<file path="src/rtl/gnn_sched_pkg.sv">
// rtl/gnn_sched_pkg.sv - constants, FSM states and assignment record shared by the S1 and S2 scheduler stages
package gnn_sched_pkg;

  localparam int ALL_FEATURE = 3703;
  localparam int ALL_CORE    = 64;
  localparam int CHUNK_LOG2  = 5;
  localparam int ID_W        = 12;
  localparam int CHUNK       = 1 << CHUNK_LOG2;

  typedef enum logic [2:0] {
    ST_IDLE,
    ST_PLAN,
    ST_ISSUE,
    ST_WAIT,
    ST_UPDATE
  } sched_state_t;

  typedef struct packed {
    logic [5:0]      core;
    logic [ID_W-1:0] base;
    logic [5:0]      len;
    logic            last;
  } asg_t;

  // A zero tail means the feature count ends on a chunk boundary, so the chunk is full.
  function automatic logic [5:0] chunk_len(input logic last, input logic [4:0] tail);
    return (last && (tail != 5'd0)) ? {1'b0, tail} : 6'(CHUNK);
  endfunction

endpackage

</file>
<file path="src/rtl/s1_round_planner.sv">
// rtl/s1_round_planner.sv - combinational round sizing: remaining features, cores used and tail chunk length
module s1_round_planner
  import gnn_sched_pkg::*;
#(
  parameter int FEATURES = ALL_FEATURE,
  parameter int CORES    = ALL_CORE
) (
  input  logic [ID_W-1:0] cur_id,
  output logic [ID_W:0]   rem,
  output logic [6:0]      n_core,
  output logic [4:0]      tail_len
);

  localparam logic [ID_W:0] FEAT_W = (ID_W+1)'(FEATURES);
  localparam logic [ID_W:0] CAP_W  = (ID_W+1)'(CORES);

  logic [ID_W:0] chunks;

  // Round up before shifting so a partial final chunk still gets a core; tail only matters on the node's final round
  always_comb begin
    rem      = FEAT_W - {1'b0, cur_id};
    chunks   = (rem + (ID_W+1)'(CHUNK - 1)) >> CHUNK_LOG2;
    n_core   = (chunks >= CAP_W) ? 7'(CORES) : chunks[6:0];
    tail_len = (chunks <= CAP_W) ? rem[4:0] : 5'd0;
  end

endmodule

</file>
<file path="src/rtl/s1_feature_scheduler.sv">
// rtl/s1_feature_scheduler.sv - S1 chunk scheduler; optional stall counter under S1_STALL_CNT_EN
module s1_feature_scheduler #(
  parameter int ALL_FEATURE = gnn_sched_pkg::ALL_FEATURE,
  parameter int ALL_CORE    = gnn_sched_pkg::ALL_CORE
) (
  input  logic                           clk,
  input  logic                           rst,
  input  logic                           start,
  output logic                           asg_valid,
  input  logic                           asg_ready,
  output logic [5:0]                     asg_core,
  output logic [gnn_sched_pkg::ID_W-1:0] asg_base,
  output logic [5:0]                     asg_len,
  output logic                           asg_last,
  input  logic                           round_done,
  output logic [gnn_sched_pkg::ID_W-1:0] last_ID,
  output logic                           last_valid,
  output logic                           busy,
  output logic                           node_done
`ifdef S1_STALL_CNT_EN
  ,
  output logic [15:0]                    stall_cycles
`endif
);

  import gnn_sched_pkg::*;

  localparam logic [ID_W-1:0] FEAT_ID = ID_W'(ALL_FEATURE);

  sched_state_t    state;
  logic [ID_W-1:0] cur_id;
  logic [6:0]      n_core_q;
  logic [4:0]      tail_q;
  asg_t            asg_q;

  logic [ID_W:0]   plan_rem;
  logic [6:0]      plan_n_core;
  logic [4:0]      plan_tail;
  logic [6:0]      k_nx;
  logic            nx_last;
  logic [ID_W:0]   round_span;
  logic [ID_W-1:0] next_id;

  s1_round_planner #(
    .FEATURES (ALL_FEATURE),
    .CORES    (ALL_CORE)
  ) u_planner (
    .cur_id   (cur_id),
    .rem      (plan_rem),
    .n_core   (plan_n_core),
    .tail_len (plan_tail)
  );

  // Next-chunk index and end-of-round cursor; cur_id is unchanged since PLAN so plan_rem is still valid in UPDATE
  always_comb begin
    k_nx       = {1'b0, asg_q.core} + 7'd1;
    nx_last    = (k_nx == (n_core_q - 7'd1));
    round_span = (ID_W+1)'(n_core_q) << CHUNK_LOG2;
    next_id    = (plan_rem <= round_span) ? FEAT_ID : (cur_id + round_span[ID_W-1:0]);
  end

  // Main FSM with registered assignment payload and status pulses
  always_ff @(posedge clk) begin
    if (rst) begin
      state      <= ST_IDLE;
      cur_id     <= '0;
      n_core_q   <= '0;
      tail_q     <= '0;
      asg_q      <= '0;
      asg_valid  <= 1'b0;
      last_ID    <= '0;
      last_valid <= 1'b0;
      node_done  <= 1'b0;
    end else begin
      last_valid <= 1'b0;
      node_done  <= 1'b0;
      case (state)
        ST_IDLE: begin
          if (start) begin
            cur_id  <= '0;
            last_ID <= '0;
            state   <= ST_PLAN;
          end
        end
        ST_PLAN: begin
          n_core_q   <= plan_n_core;
          tail_q     <= plan_tail;
          asg_q.core <= 6'd0;
          asg_q.base <= cur_id;
          asg_q.last <= (plan_n_core == 7'd1);
          asg_q.len  <= chunk_len(plan_n_core == 7'd1, plan_tail);
          asg_valid  <= 1'b1;
          state      <= ST_ISSUE;
        end
        ST_ISSUE: begin
          if (asg_ready) begin
            asg_q.core <= k_nx[5:0];
            if (asg_q.last) begin
              asg_valid <= 1'b0;
              state     <= ST_WAIT;
            end else begin
              asg_q.base <= asg_q.base + ID_W'(CHUNK);
              asg_q.last <= nx_last;
              asg_q.len  <= chunk_len(nx_last, tail_q);
            end
          end
        end
        ST_WAIT: begin
          if (round_done) begin
            state <= ST_UPDATE;
          end
        end
        ST_UPDATE: begin
          cur_id     <= next_id;
          last_ID    <= next_id;
          last_valid <= 1'b1;
          if (next_id == FEAT_ID) begin
            node_done <= 1'b1;
            state     <= ST_IDLE;
          end else begin
            state <= ST_PLAN;
          end
        end
        default: state <= ST_IDLE;
      endcase
    end
  end

`ifdef S1_STALL_CNT_EN
  // Saturating count of backpressured ISSUE cycles plus cycles spent waiting on the cores
  always_ff @(posedge clk) begin
    if (rst || ((state == ST_IDLE) && start)) begin
      stall_cycles <= '0;
    end else if ((((state == ST_ISSUE) && !asg_ready) || (state == ST_WAIT)) &&
                 (stall_cycles != 16'hFFFF)) begin
      stall_cycles <= stall_cycles + 16'd1;
    end
  end
`endif

  assign asg_core = asg_q.core;
  assign asg_base = asg_q.base;
  assign asg_len  = asg_q.len;
  assign asg_last = asg_q.last;
  assign busy     = (state != ST_IDLE);

endmodule

</file>
<file path="config.mk">
export PLATFORM = sky130hd
export DESIGN_NAME = s1_feature_scheduler
export DESIGN_NICKNAME = d
export VERILOG_FILES = /design/src/rtl/gnn_sched_pkg.sv /design/src/rtl/s1_round_planner.sv /design/src/rtl/s1_feature_scheduler.sv
export SDC_FILE = /design/constraint.sdc
export NUM_CORES = 1
export LEC_CHECK = 0
export BUFFER_PORTS_ARGS = -buffer_cell sky130_fd_sc_hd__buf_4
export CORE_AREA = 2 2 82 84
export CTS_BUF_LIST = sky130_fd_sc_hd__clkbuf_4 sky130_fd_sc_hd__clkbuf_8
export CTS_CLUSTER_DIAMETER = 100
export DETAILED_ROUTE_END_ITERATION = 10
export DIE_AREA = 0 0 84 86
export PLACE_DENSITY = 0.8
export SYNTH_ARGS = -nofsm -noshare
export SYNTH_HDL_FRONTEND = slang
export SYNTH_HIERARCHICAL = 1
export SYNTH_SLANG_ARGS = --single-unit
</file>
<file path="constraint.sdc">
create_clock -name clk -period 3.88 [get_ports clk]
set_input_delay 0.776 -clock clk [delete_from_list [all_inputs] [get_ports clk]]
set_output_delay 0.776 -clock clk [all_outputs]
set_load 0.02 [all_outputs]
</file>
==> results.ini <==
[timing]
final_max_slew_viol_count = 0
worst_slew_pin_slew_ns = 0.860
min_period_over_period = 0.931
relSlewSlack = 0.427
rsz0062_at_grt = false
clock_skew_ns = 0.00651
tns_ns = 0
finalHoldViolations = 0
fmax_mhz = 277
setup_viol = 0
fin_crit_ns = 3.61

[cells_and_area]
syn2layout_area_growth_pct = 13.6
fin_nets = 522
drive_gt1_frac = 0.166
instances_no_fill = 576
fill_cells = 540
diodes = 0

[floorplanning]
die-area_sq_um = 7220
rows = 29
ioPinCount = 46
core_sq_um = 6280
die_y_microns = 86
die_w_microns = 84
start_util = 0.586

[pwr]
p_per_area_nw_per_um2 = 276
internal_power_mw = 0.832
ir_drop_mv = 0.197
power_frac_seq = 0.518
p_leak_nw = 1.73
power.total_mw = 1.15
p_comb_frac = 0.132
clockPowerShare = 0.349
p_sw_frac = 0.280
p_switching_mw = 0.323

[critical_path]
start_kind = register
cp_max_fo = 13
slowest_stage = dfxtp_1
max_stage_delay_ns = 0.65
required_ns = 4.12
cp_cell_sequence = nand3_1 -> o32a_1 -> nor4_4 -> mux2i_2 -> nor2_1 -> nor4_1 -> nand3_1 -> nor2_1 -> nand2_1 -> a311oi_2
cp_data_arrival_time_ns = 3.85
cp_top_family = simple AND/OR/NAND/NOR gates
crit_buf_inv = 0
crit_type = register to register
crit_path_end_kind = register

[synthesis]
yosysWarnings = 6
async_flop_share = 0
ys_seq_area_frac = 0.300
syn_inst = 460
synth.avg_cell_area_sq_um = 7.99
synth_cell_type_count = 66
yosys_register_bits = 55
synth_edf_count = 0
synthFlopType = dfxtp_1
synth_nets = 484
syn-cell-area_sq_um = 3680

[drt]
postRouteWirelength_mm = 9.34
detail_route.iter0.violations = 261
postRouteAntennaNets = 0
num_vias = 3458
drc = 0
wire_per_inst_microns = 16.2
viasPerCell = 6.00
drt-pass1-iter-count = 5

[cts]
cts_tree = done
cts_buffer_depth = 2
clkTransAtPathRegs_ns = 0.11
cts-htree-levels = 2
tritoncts.num_buffers = 5
clock_sinks = 55
cts_root_buf = clkbuf_8
clk_latency_ns = 0.32
cts_setup_buffers = 0

[placement]
gp_congestion = 0.944
dp_hpwl_mm = 6.75
io_buffers = 45
dp_cells = 568

[global_routing]
overflow = 0
grt_pass1_wl_mm = 15.1
grt_max_degree = 46
grt_antenna_before_repair = 0
grt_use_total = 0.257
grt_pass1_vias = 3069

[job]
maxCapViolations = 0

[min_path]
hold_class = register to register

[run_status]
status = finished, final reports clean

## registers in the layout (all words and copies together), names as in the netlist
signal and flops:
asg_base 12, cur_id 12, n_core_q 7, asg_core 6, asg_len 6, tail_q 5, state 3, asg_last 1
asg_valid 1, last_valid 1, node_done 1
## synth_stat cells, drive strengths merged, types with 5 or more instances
cell type	number	share of area
a311oi	6	0.018
and3	8	0.014
nand3b	7	0.018
nor4	5	0.013
xnor2	19	0.050
nand4	10	0.017
dfxtp	55	0.30
a22oi	5	0.010
nor2	52	0.055
o21ai	21	0.031
a21o	7	0.014
nand2	63	0.065
clkbuf	16	0.016
inv	26	0.027
nand3	10	0.014
a21oi	38	0.052
a32o	5	0.014
nor3	17	0.032
ha	18	0.061
a31oi	7	0.012
xor2	9	0.023
## worst min-delay path: cells and delay by family, from the launching register on
kind	cells	cell delay, ns
DFF	1	0.33
and+or+nand+nor	1	0.05
AOI/OAI and AO/OA	1	0.05
## stage by stage
step / setup WS [ns] / utilization / hold slack (ns) / cell area (sq um)
after global routing: 0.0251 / 0.666 / 0.500 / 4180
after floorplan: 0.486 / - / 0.449 / 3680
after global placement: 0.521 / 0.647 / 0.444 / 4060
after CTS: 0.297 / 0.665 / 0.467 / 4180
after detailed placement: 0.327 / 0.647 / 0.451 / 4060
final: 0.269 / 0.666 / 0.466 / 4180
## power by group through the flow
stage	clock, mW	sequential, mW	combinational [mW]
detailed placement	0	0.611	0.153
floorplan	0	0.619	0.0921
global route	0.432	0.601	0.168
finish	0.403	0.599	0.153
global placement	0	0.611	0.149
CTS	0.408	0.598	0.153
## layout by cell type, fill, tap and decap left out, drive strengths merged, types with 3 or more instances in the layout
cell type | netlist | layout
clkbuf | 16 | 5
and2 | 4 | 4
and3 | 8 | 8
nand2b | 4 | 4
buf | 4 | 51
nor3 | 17 | 17
nor2 | 52 | 52
nand2 | 63 | 63
a311oi | 6 | 6
nand3 | 10 | 10
or3 | 3 | 3
mux2i | 3 | 3
nor3b | 3 | 3
dfxtp | 55 | 55
nor2b | 3 | 3
a22oi | 5 | 5
ha | 18 | 18
a21o | 7 | 7
a32o | 5 | 5
a21oi | 38 | 38
xor2 | 9 | 9
nand4 | 10 | 10
o21a | 4 | 4
xnor2 | 19 | 19
o21bai | 3 | 3
nand3b | 7 | 7
inv | 26 | 27
a31oi | 7 | 7
nor4 | 5 | 5
o21ai | 21 | 21
## cells by family (layout without fill, tap and decap cells)
family / Yosys count / after routing / share of synthesized area
buf+inv: 46 / 85 / 0.0524
fa+ha+maj: 19 / 19 / 0.0667
xor+xnor: 29 / 29 / 0.0800
compound gates: 112 / 112 / 0.216
mux: 3 / 3 / 0.00919
simple gates: 196 / 196 / 0.276
flops: 55 / 55 / 0.300
## final cells by class
cell class	instances	area, sq um	share of cell area
Timing Repair Buffer	51	383	0.0916
Sequential cell	55	1100	0.264
Multi-Input combinational cell	359	2380	0.570
Clock inverter	3	47.5	0.0114
Clock buffer	5	68.8	0.0165
Tap cell	77	96.3	0.0231
Inverter	26	97.6	0.0234
## worst paths after layout
kind | slack (ns) | to | from | depth (start not counted)
min reg2reg | 0.47 | asg_base[4] | asg_base[4] | 2
min | 0.47 | asg_base[4] | asg_base[4] | 2
max reg2reg | 0.27 | asg_len[1] | cur_id[5] | 10
max | 0.27 | asg_len[1] | cur_id[5] | 10
## per-layer routing
metal | vias up | share of wire | track usage
met5 | - | 0 | 0
met4 | 0 | 0.011 | 0.0543
met3 | 9 | 0.056 | 0.0395
met2 | 116 | 0.48 | 0.425
met1 | 1631 | 0.46 | 0.359
li1 | 1702 | - | -
## timing repair
action	4_1_cts	5_1_grt
setup endpoints to repair	0	6
gates resized for setup	0	1
endpoints found under the hold margin	0	0
hold buffers	0	0
Power figures use the tool's default switching activity.
